### config.mk
export PLATFORM = sky130hd
export DESIGN_NAME = tx_arbiter_flat
export DESIGN_NICKNAME = d
export VERILOG_FILES = /design/src/rtl/tx_arbiter_if.sv /design/src/rtl/tx_arbiter.sv /design/src/flat_wrapper.sv
export SDC_FILE = /design/constraint.sdc
export NUM_CORES = 1
export LEC_CHECK = 0
export CORE_ASPECT_RATIO = 1.75
export CORE_MARGIN = 2
export CORE_UTILIZATION = 35
export DETAILED_ROUTE_END_ITERATION = 16
export SYNTH_ARGS = -nofsm -noshare
export SYNTH_HDL_FRONTEND = slang
export SYNTH_SLANG_ARGS = --single-unit
### constraint.sdc
create_clock -name clk -period 2.8 [get_ports clk]
set_input_delay 0.56 -clock clk [delete_from_list [all_inputs] [get_ports clk]]
set_output_delay 0.56 -clock clk [all_outputs]
set_load 0.01 [all_outputs]
### src/rtl/tx_arbiter_if.sv
// Requester-side and UART-side signals of the transmit arbiter.
// The arbiter uses the slave modport; whatever drives requests and the UART uses master.
interface tx_arbiter_if;
  logic [2:0] req;
  logic [7:0] data0;
  logic [7:0] data1;
  logic [7:0] data2;
  logic [2:0] last;
  logic [2:0] ack;
  logic       tx_busy;
  logic [7:0] tx_in;
  logic       tx_write;
  logic [1:0] owner;
  logic       lock_err;

  modport slave (
    input  req, data0, data1, data2, last, tx_busy,
    output ack, tx_in, tx_write, owner, lock_err
  );

  modport master (
    output req, data0, data1, data2, last, tx_busy,
    input  ack, tx_in, tx_write, owner, lock_err
  );
endinterface

### src/rtl/tx_arbiter.sv
// Three-requester UART transmit arbiter with per-frame locking, round-robin
// selection between frames, an inter-byte gap and a lock timeout.
module tx_arbiter #(
  parameter int GAP_CYCLES   = 16,
  parameter int LOCK_TIMEOUT = 1024
) (
  input  logic         clk,
  input  logic         rst_n,
  tx_arbiter_if.slave  bus
);

  typedef enum logic [1:0] {IDLE, ISSUE, WAIT_DONE, GAP} state_t;

  localparam int                 GAP_W      = (GAP_CYCLES > 0) ? $clog2(GAP_CYCLES + 1) : 1;
  localparam logic [GAP_W-1:0]   GAP_LOAD   = GAP_W'(GAP_CYCLES);
  localparam logic [11:0]        LOCK_LIMIT = 12'(LOCK_TIMEOUT);
  localparam logic [1:0]         NO_OWNER   = 2'd3;

  state_t            state_q, state_d;
  logic [1:0]        owner_q, last_grant_q;
  logic [10:0]       lock_cnt_q;
  logic [GAP_W-1:0]  gap_cnt_q;
  logic              wait_first_q;
  logic [7:0]        tx_in_q;
  logic              tx_write_q;
  logic [2:0]        ack_q;
  logic              lock_err_q;

  logic              locked;
  logic              owner_req, owner_last;
  logic [7:0]        owner_data;
  logic [1:0]        pick, cand;
  logic              pick_ok;
  logic              start_grant, issue, timeout_hit, gap_load, lock_cnt_run;

  assign locked = (owner_q != NO_OWNER);

  always_comb begin
    owner_req  = 1'b0;
    owner_last = 1'b0;
    owner_data = 8'h00;
    case (owner_q)
      2'd0: begin owner_req = bus.req[0]; owner_last = bus.last[0]; owner_data = bus.data0; end
      2'd1: begin owner_req = bus.req[1]; owner_last = bus.last[1]; owner_data = bus.data1; end
      2'd2: begin owner_req = bus.req[2]; owner_last = bus.last[2]; owner_data = bus.data2; end
      default: ;
    endcase
  end

  // Scan from the farthest candidate to the nearest so the one just after last_grant wins.
  always_comb begin
    pick    = 2'd0;
    pick_ok = 1'b0;
    cand    = 2'd0;
    for (int k = 2; k >= 0; k--) begin
      cand = 2'((int'(last_grant_q) + 1 + k) % 3);
      if (bus.req[cand]) begin
        pick    = cand;
        pick_ok = 1'b1;
      end
    end
  end

  always_ff @(posedge clk or negedge rst_n) begin
    if (!rst_n) state_q <= IDLE;
    else        state_q <= state_d;
  end

  always_comb begin
    state_d      = state_q;
    start_grant  = 1'b0;
    issue        = 1'b0;
    timeout_hit  = 1'b0;
    gap_load     = 1'b0;
    lock_cnt_run = 1'b0;
    case (state_q)
      IDLE: begin
        if (locked) begin
          if (owner_req) begin
            state_d = ISSUE;
          end else begin
            lock_cnt_run = 1'b1;
            timeout_hit  = ((12'(lock_cnt_q) + 12'd1) == LOCK_LIMIT);
          end
        end else if (pick_ok) begin
          start_grant = 1'b1;
          state_d     = ISSUE;
        end
      end
      ISSUE: begin
        issue   = 1'b1;
        state_d = WAIT_DONE;
      end
      // The UART only raises busy after it has seen the write, so the first cycle is blind.
      WAIT_DONE: begin
        if (!wait_first_q && !bus.tx_busy) begin
          gap_load = 1'b1;
          state_d  = GAP;
        end
      end
      GAP: begin
        if (gap_cnt_q == '0) state_d = IDLE;
      end
      default: state_d = IDLE;
    endcase
  end

  always_ff @(posedge clk or negedge rst_n) begin
    if (!rst_n) begin
      owner_q      <= NO_OWNER;
      last_grant_q <= 2'd2;
      lock_cnt_q   <= '0;
      gap_cnt_q    <= '0;
      wait_first_q <= 1'b0;
      tx_in_q      <= 8'h00;
      tx_write_q   <= 1'b0;
      ack_q        <= 3'b000;
      lock_err_q   <= 1'b0;
    end else begin
      tx_write_q   <= issue;
      ack_q        <= issue ? (3'b001 << owner_q) : 3'b000;
      lock_err_q   <= timeout_hit;
      wait_first_q <= issue;

      if (start_grant) owner_q <= pick;

      if (issue) begin
        tx_in_q <= owner_data;
        if (owner_last) begin
          last_grant_q <= owner_q;
          owner_q      <= NO_OWNER;
        end
      end

      if (timeout_hit) begin
        last_grant_q <= owner_q;
        owner_q      <= NO_OWNER;
      end

      if (lock_cnt_run && !timeout_hit) lock_cnt_q <= lock_cnt_q + 11'd1;
      else                              lock_cnt_q <= '0;

      if (gap_load)                                gap_cnt_q <= GAP_LOAD;
      else if (state_q == GAP && gap_cnt_q != '0)  gap_cnt_q <= gap_cnt_q - 1'b1;
    end
  end

  assign bus.tx_in    = tx_in_q;
  assign bus.tx_write = tx_write_q;
  assign bus.ack      = ack_q;
  assign bus.owner    = owner_q;
  assign bus.lock_err = lock_err_q;

endmodule

### src/flat_wrapper.sv
// flat-port wrapper written by rule: the top's interface ports become plain ports
module tx_arbiter_flat 
#(
  parameter int GAP_CYCLES   = 16,
  parameter int LOCK_TIMEOUT = 1024
)
  (clk, rst_n, bus_req, bus_data0, bus_data1, bus_data2, bus_last, bus_tx_busy, bus_ack, bus_tx_in, bus_tx_write, bus_owner, bus_lock_err);
  tx_arbiter_if bus_i ();
  input  logic clk;
  input  logic rst_n;
  input wire logic [$bits(bus_i.req)-1:0] bus_req;
  input wire logic [$bits(bus_i.data0)-1:0] bus_data0;
  input wire logic [$bits(bus_i.data1)-1:0] bus_data1;
  input wire logic [$bits(bus_i.data2)-1:0] bus_data2;
  input wire logic [$bits(bus_i.last)-1:0] bus_last;
  input wire logic [$bits(bus_i.tx_busy)-1:0] bus_tx_busy;
  output wire logic [$bits(bus_i.ack)-1:0] bus_ack;
  output wire logic [$bits(bus_i.tx_in)-1:0] bus_tx_in;
  output wire logic [$bits(bus_i.tx_write)-1:0] bus_tx_write;
  output wire logic [$bits(bus_i.owner)-1:0] bus_owner;
  output wire logic [$bits(bus_i.lock_err)-1:0] bus_lock_err;
  assign bus_i.req = bus_req;
  assign bus_i.data0 = bus_data0;
  assign bus_i.data1 = bus_data1;
  assign bus_i.data2 = bus_data2;
  assign bus_i.last = bus_last;
  assign bus_i.tx_busy = bus_tx_busy;
  assign bus_ack = bus_i.ack;
  assign bus_tx_in = bus_i.tx_in;
  assign bus_tx_write = bus_i.tx_write;
  assign bus_owner = bus_i.owner;
  assign bus_lock_err = bus_i.lock_err;
  tx_arbiter #(.GAP_CYCLES(GAP_CYCLES), .LOCK_TIMEOUT(LOCK_TIMEOUT)) u_core (.clk(clk), .rst_n(rst_n), .bus(bus_i));
endmodule
Yosys cells after proc, flatten, opt, wreduce, memory -nomap -nowiden
Cells that the tools add are included. W data, S select, Z words.

Flip-flop bits (word level): 35. Input port bits: 33. Output and inout port bits: 15. Logic and storage cells: 92.

Add/sub/neg operators: 6. Div/mod/pow operators: 3. $lt $le $gt $ge: 3. Eq/ne operators: 11. Shifts and indexed selects: 1. Muxes and demuxes: 44. Reduce and logical (&&, ||, !) cells: 15.

Operators with widths (count): $mod A32 B3 Y32 const B (3); $add A32 B2 Y32 const B (1); $add A32 B3 Y32 const B (1); $mux W2 (15); $pmux W8 S3 (1); $mux W1 (18); $add A11 B1 Y12 const B (1); $eq A12 B11 Y1 const B (1); $add A11 B1 Y11 const B (1); $mux W11 (1); $mux W5 (2); $lt A2 B3 Y1 const B (3); $pmux W2 S4 (1); $bmux W1 S2 (3); $eq A2 B2 Y1 const B (3); $pmux W1 S3 (2); $reduce_bool A2 Y1 (3); $logic_not A5 Y1 (1); $reduce_bool A5 Y1 (1); $sub A5 B1 Y5 const B (1); $eq A2 B1 Y1 const B (2); $logic_not A2 Y1 (2); $ne A2 B1 Y1 const B (2); $reduce_and A4 Y1 (1); other kinds (9) (13).

Depth between registers and ports, before layout
Gate-level depths: netlist (run 1).

Depth after elaboration: 15. Depth in mapped cells: 8.

Least setup slack after synthesis (run 1)
Ideal clock, no wire load.

Path type: flip-flop to flip-flop. From: register u_core.lock_cnt_q[0]. To: register u_core.lock_cnt_q[3]. Library setup time: 0.144 ns. Data arrival time: 1.989 ns. Data required time: 2.656 ns. Slack: 0.667 ns. Cell stages (with the launch flop): 8. Period minus slack after synthesis: 2.133 ns. Cell sequence: dfrtp_1 -> ha_1 -> nand4_4 -> o22ai_2 -> a311o_1 -> a2111oi_4 -> buf_6 -> nor3_2.

Cells in the longest elaborated chain, start to end: 8.

RTL lines: start: declaration (RTL line tx_arbiter.sv:21) `logic [10:0] lock_cnt_q;`; start signal: assignment (RTL line tx_arbiter.sv:140) `if (lock_cnt_run && !timeout_hit) lock_cnt_q <= lock_cnt_q + 11'd1;`; $add A11 B1 Y12 (RTL line tx_arbiter.sv:83) `timeout_hit = ((12'(lock_cnt_q) + 12'd1) == LOCK_LIMIT);`; $eq A12 B11 Y1 (RTL line tx_arbiter.sv:83); $mux W1 (RTL line tx_arbiter.sv:79) `if (owner_req) begin`; $mux W1 (RTL line tx_arbiter.sv:78) `if (locked) begin`; $mux W1 (RTL line tx_arbiter.sv:76) `case (state_q)`; $logic_not A1 Y1 (RTL line tx_arbiter.sv:140); $logic_and A1 B1 Y1 (RTL line tx_arbiter.sv:140); $mux W11 * (RTL line tx_arbiter.sv:140).

Every way passes the cells marked *; elsewhere a longest branch is shown, timed or not. A chain may end at the register's enable or synchronous reset.

Final worst setup path (run 1)
From: register u_core.owner_q[1] (netlist: u_core.bus.owner[1]). To: register u_core.lock_cnt_q[1].

Cells in the longest elaborated chain, start to end: 8.

RTL lines: start: declaration (RTL line tx_arbiter.sv:20) `logic [1:0] owner_q, last_grant_q;`; start signal: assignment (RTL line tx_arbiter.sv:125) `if (start_grant) owner_q <= pick;`; $eq A2 B2 Y1, or another cell as far along (RTL line tx_arbiter.sv:42) `case (owner_q)`; $pmux W1 S3 (RTL line tx_arbiter.sv:42); $mux W1 (RTL line tx_arbiter.sv:79); $mux W1 (RTL line tx_arbiter.sv:78); $mux W1 (RTL line tx_arbiter.sv:76); $logic_not A1 Y1 (RTL line tx_arbiter.sv:140); $logic_and A1 B1 Y1 * (RTL line tx_arbiter.sv:140); $mux W11 * (RTL line tx_arbiter.sv:140).

Marked as above.

==> results.json, run 1 <==
{
  "ant_nets": 0,
  "drtIter0Drc": 62,
  "vdd_drop_max_mv": 0.333,
  "cts_max_level": 2,
  "synthTopCellsByArea": "dfrtp_1, ha_1, mux2i_1",
  "synth_area_um2": 2460,
  "synth_edf_count": 0,
  "first_pass_iters": 4,
  "cts_resized": 0,
  "grt_pass1_wl_mm": 9.14,
  "antenna_cells": 0,
  "ff2ff_setup_slack_ps": 330,
  "io_buffers": 47,
  "start_kind": "flop",
  "power_frac_clock_pct": 22.3,
  "required_ps": 2940,
  "status": "finished, final reports clean",
  "grt_pass1_vias": 1966,
  "critical_path_class": "reg -> reg",
  "fin_nets": 334,
  "synth.distinct_cells": 62,
  "pwr-share-seq_pct": 31.9,
  "fin_crit_sh_pct": 88.2,
  "die_h_um": 115,
  "root_buffer": "clkbuf_16",
  "ys_ff_latch": 35,
  "cts_tree": "built",
  "fill_cells": 667,
  "leakage_nw": 1.30,
  "postCtsSetupBuffers": 0,
  "powerDensity_nw_per_um2": 782,
  "grt_max_degree": 36,
  "setup.worst_path.end_class": "flop",
  "fp.coreArea_um2": 6860,
  "slew_headroom_pct": 35.7,
  "antenna_found_initial": 0,
  "drive_above_1_share_pct": 15.5,
  "routedWlPerCell_um": 14.8,
  "place.gp.congestion": 0.760,
  "skew_ps": 1.66,
  "r2r-end": "u_core.lock_cnt_q[1]",
  "clkTransAtPathRegs_ps": 60,
  "clk_path_buf_depth": 2,
  "worstSkewPairLatency_ps": 280,
  "p_sw_mw": 0.898,
  "synthTopCellsByCount": "dfrtp_1, nor2_1, a21oi_1",
  "rr_worst_depth": 6,
  "synth_seq_area_share_pct": 35.8,
  "viasPerCell": 5.27,
  "max_cap_viol_count": 0,
  "via_count": 1975,
  "drv_slew": 0,
  "period_needed_ps": 2470,
  "dieWidth_um": 67.4,
  "hold_path_depth": 2,
  "worstPathMaxFanout": 13,
  "setup_violations": 0,
  "crit_arrival_ps": 2610,
  "fin_util_pct": 45.4,
  "synth_top_area_share_pct": 32.6,
  "cts_sinks": 35,
  "track_usage_pct": 15.6,
  "p_int_mw": 1.54,
  "rsz0062_at_grt": "no",
  "async_flop_share_pct": 100,
  "postRouteWirelength_mm": 5.55,
  "min_from": "u_core.bus.tx_in[5]",
  "rows": 40,
  "hold_end": "u_core.bus.tx_in[5]",
  "yosysTopAreaCell": "dfrtp_1",
  "syn_to_final_growth_pct": 26.5,
  "tns_ps": 0,
  "sw_frac_of_total_pct": 36.9,
  "postCtsHoldBufs": 0,
  "synth-main-ff-cell": "dfrtp_1",
  "dieArea_um2": 7740,
  "final_hold_viol_count": 0,
  "cts_buffers": 5,
  "drc": 0,
  "fin_total_pwr_mw": 2.43,
  "r2r_start": "u_core.bus.owner[1]",
  "syn-num-nets": 292,
  "synth.most_common_cell": "dfrtp_1",
  "p_comb_share_pct": 45.8,
  "dp_hpwl_mm": 4.15,
  "synth_warnings": 0,
  "overflow": 0,
  "pin_count": 48,
  "min-delay-path-class": "reg -> reg",
  "postSynthCellCount": 248,
  "max_freq_mhz": 405,
  "syn_area_per_cell_um2": 9.92,
  "initial_core_util_pct": 35.9,
  "hold_slack_ps": 520,
  "worst_slew_pin_slew_ps": 962
}
==> cells in the final DEF, fill, tap and decap left out, drive strengths merged, types with 6 or more instances in the layout <==
cell type,Yosys,layout
clkdlybuf4s50,0,47
dfrtp,32,32
nor2,24,24
a21oi,21,21
nor3,14,14
inv,13,13
xnor2,11,11
mux2i,11,11
ha,11,11
nand2,8,8
nand3,7,7
nand2b,6,6
o21ai,6,6
==> metrics by stage <==
stage	std cells	worst slack [ps]	cell area, um2
2_1_floorplan	248	667	2460
3_3_place_gp	367	295	2970
3_5_place_dp	367	253	2970
4_1_cts	375	264	3110
5_1_grt	375	152	3110
6_report	375	330	3110
==> registers in the layout (all words and copies together), names as in the netlist <==
signal,cells
u_core.bus.ack,3
u_core.bus.lock_err,1
u_core.bus.owner,2
u_core.bus.tx_in,8
u_core.gap_cnt_q,5
u_core.last_grant_q,2
u_core.lock_cnt_q,11
u_core.state_q,2
u_core.wait_first_q,1
==> power by group through the flow <==
| stage | clock network [mW] | logic, mW | registers, mW |
|---|---|---|---|
| detailed placement | 0 | 1.14 | 0.788 |
| global route | 0.576 | 1.25 | 0.806 |
| CTS | 0.556 | 1.14 | 0.781 |
| global placement | 0 | 1.12 | 0.785 |
| finish | 0.542 | 1.11 | 0.777 |
| floorplan | 0 | 0.696 | 0.813 |
==> area by class of cell <==
type / count / area [um2] / share of cell area, %
clock buffers: 5 / 125 / 4.02
clock inverters: 3 / 20.0 / 0.643
inverters: 13 / 48.8 / 1.57
multi-input cells: 183 / 1430 / 45.8
flip-flops and latches: 35 / 880 / 28.3
well taps: 84 / 105 / 3.38
repair buffers: 52 / 508 / 16.3
==> worst max-delay path, cell delays in order, from the launching register on <==
cell	delay, ps
dfstp_2	520
nor2b_1	760
o2bb2ai_4	200
nand4_4	140
a2111oi_4	330
buf_4	280
nor3b_1	80
==> routing by layer <==
layer | up-vias | track usage (%) | routed length, um
li1 | 967 | - | -
met1 | 957 | 16.4 | 2130
met2 | 36 | 28.1 | 3040
met3 | 15 | 2.94 | 174
met4 | 0 | 8.84 | 201
met5 | - | 0 | 0
==> how the worst max path moves through the flow <==
stage                     slack, ps              endpoint                  from  depth (start not counted)
final                           330  u_core.lock_cnt_q[1]   u_core.bus.owner[1]                          6
after global routing            150  u_core.lock_cnt_q[1]   u_core.bus.owner[1]                          6
after CTS                       260  u_core.lock_cnt_q[1]   u_core.bus.owner[1]                          6
after detailed placement        250  u_core.lock_cnt_q[1]            bus_req[0]                          7
after global placement          300  u_core.lock_cnt_q[1]            bus_req[0]                          7
after floorplan                 670  u_core.lock_cnt_q[3]  u_core.lock_cnt_q[0]                          7
==> cell families after synthesis <==
group / share of synthesized area (%)
flip-flops: 35.8
AND/OR/NAND/NOR: 21.4
adder cells (fa/ha/maj): 5.60
multiplexers: 5.54
XOR/XNOR: 5.34
buffers and inverters: 6.31
AO/OA/AOI/OAI: 20.1
(Power assumes the default switching activity.)
==> run 2: changes to the inputs <==
PLACE_DENSITY = 0.63   (was unset)
==> run 2 against run 1 <==
Net effect: die area unchanged; non-clock buffer count increased by 2; register-to-register slack better by 120 ps; hold slack improved by 6.6 ps; combinational power barely moved; flip-flop and latch count unchanged; design area increased by 1.2%; wire length rose by 3.0%; fmax rose by 5.0%; cell count increased by 0.53%; via count grew 0.51%; total power is 4.8% higher; critical path type unchanged; largest cell class unchanged.
==> results.json, run 2 (synthesized netlist as in run 1, its figures left out) <==
{
  "crit_slowest_cell": "dfrtp_1",
  "worst_slew_pin_slew_ps": 798,
  "fill_cells": 672,
  "viasPerCell": 5.27,
  "antenna_cells": 0,
  "period_needed_ps": 2350,
  "cpPeakStageDelay_ps": 470,
  "grt_util_met2_pct": 30.8,
  "powerDensity_nw_per_um2": 810,
  "worstPathMaxFanout": 9,
  "leakage_nw": 1.33,
  "pin_count": 48,
  "rows": 40,
  "final_cell_mix": "clkdlybuf4s50_1, dfrtp_1, nor2_1",
  "r2r_start": "u_core.lock_cnt_q[0]",
  "largest-register": "u_core.lock_cnt_q",
  "largest_reg_flops": 11,
  "die_h_um": 115,
  "dp_hpwl_mm": 4.34,
  "critPathLaunch": "u_core.lock_cnt_q[0]",
  "worstSkewPairLatency_ps": 280,
  "fp.coreArea_um2": 6860,
  "setup.worst_path.end_class": "flop",
  "critical_path_class": "reg -> reg",
  "drive_above_1_share_pct": 16.0,
  "drc": 0,
  "root_buffer": "clkbuf_16",
  "max_cap_viol_count": 0,
  "cts_resized": 0,
  "use_met3_pct": 2.64,
  "track_usage_pct": 16.5,
  "tns_ps": 0,
  "ant_nets": 0,
  "start_kind": "flop",
  "max_freq_mhz": 425,
  "cts_tree": "built",
  "slew_headroom_pct": 46.5,
  "vdd_drop_max_mv": 0.300,
  "path_cells": "ha_1 > nand4_4 > nor3_2 > o211ai_2 > a2111oi_4 > buf_4 > nor3b_1",
  "grt_max_degree": 36,
  "fin_crit_sh_pct": 84.1,
  "min-delay-path-class": "reg -> reg",
  "postCtsHoldBufs": 0,
  "io_buffers": 47,
  "initial_core_util_pct": 35.9,
  "busiest_layer": "met2",
  "hold_path_depth": 2,
  "cts_max_level": 2,
  "syn_to_final_growth_pct": 28.1,
  "grt_pass1_vias": 2055,
  "status": "finished, final reports clean",
  "required_ps": 2930,
  "final_common_cell": "clkdlybuf4s50_1",
  "via_count": 1985,
  "grt_pass1_wl_mm": 9.75,
  "grt_util_met1_pct": 17.8,
  "fin_total_pwr_mw": 2.55,
  "setup_violations": 0,
  "overflow": 0,
  "postRouteWirelength_mm": 5.72,
  "crit_arrival_ps": 2490,
  "antenna_found_initial": 0,
  "rr_worst_depth": 7,
  "place.gp.congestion": 0.868,
  "clkTransAtPathRegs_ps": 60,
  "postCtsSetupBuffers": 0,
  "fin_nets": 336,
  "min_from": "u_core.gap_cnt_q[4]",
  "first_pass_iters": 4,
  "clk_path_buf_depth": 2,
  "final_hold_viol_count": 0,
  "dieWidth_um": 67.4,
  "rsz0062_at_grt": "no",
  "drtIter0Drc": 145,
  "drv_slew": 0,
  "routedWlPerCell_um": 15.2,
  "cts_buffers": 5,
  "cts_sinks": 35,
  "fin_util_pct": 45.9,
  "dieArea_um2": 7740,
  "skew_ps": 3.24
}
## run 2: cell count changes in the layout (fill, tap and decap cells not counted)
cell        previous run  this run
buf_4                  5         7
bufinv_16              0         1
clkinvlp_4             2         0
clkinv_4               0         1
## run 2: worst max-delay path, delay by kind of cell (launching register included)
family	cells	cell delay, ps
AOI/OAI and AO/OA	2	600
and+or+nand+nor	3	550
DFF	1	470
adders and majority gates	1	340
buffers and inverters	1	260
## run 2: routing by layer
layer,routed length (um),vias up
met2,3280,37
met5,0,-
met4,122,0
li1,-,974
met1,2130,965
met3,181,9
## run 2: path summary, 6_finish.rpt
kind,endpoint,slack (ps)
setup / recovery,u_core.lock_cnt_q[1],450
hold reg to reg,u_core.gap_cnt_q[4],530
min in group asynchronous,u_core.bus.tx_in[3],700
max in group asynchronous,u_core.last_grant_q[1],1760
hold / removal,u_core.gap_cnt_q[4],530
setup reg to reg,u_core.lock_cnt_q[1],450
## run 2: stage by stage
stage	setup slack [ps]	area (um2)	cells	hold WS, ps
floorplan	667	2460	248	264
global placement	303	2980	369	505
detailed placement	260	2980	369	516
CTS	415	3150	377	529
global route	274	3150	377	558
finish	447	3150	377	527
## run 2: where the power goes
part           internal [mW]  switching (mW)  leakage [nW]
logic                  0.542           0.599         0.811
clock network          0.419           0.212        0.0838
registers              0.671           0.106         0.435
total                   1.63           0.917          1.33
## run 2: layout make-up
| class | instances | area [um2] | area share [%] |
|---|---|---|---|
| Clock buffer | 5 | 125 | 3.97 |
| Clock inverter | 3 | 43.8 | 1.39 |
| Inverter | 13 | 48.8 | 1.55 |
| Multi-Input combinational cell | 183 | 1430 | 45.2 |
| Sequential cell | 35 | 880 | 27.9 |
| Tap cell | 84 | 105 | 3.34 |
| Timing Repair Buffer | 54 | 523 | 16.6 |
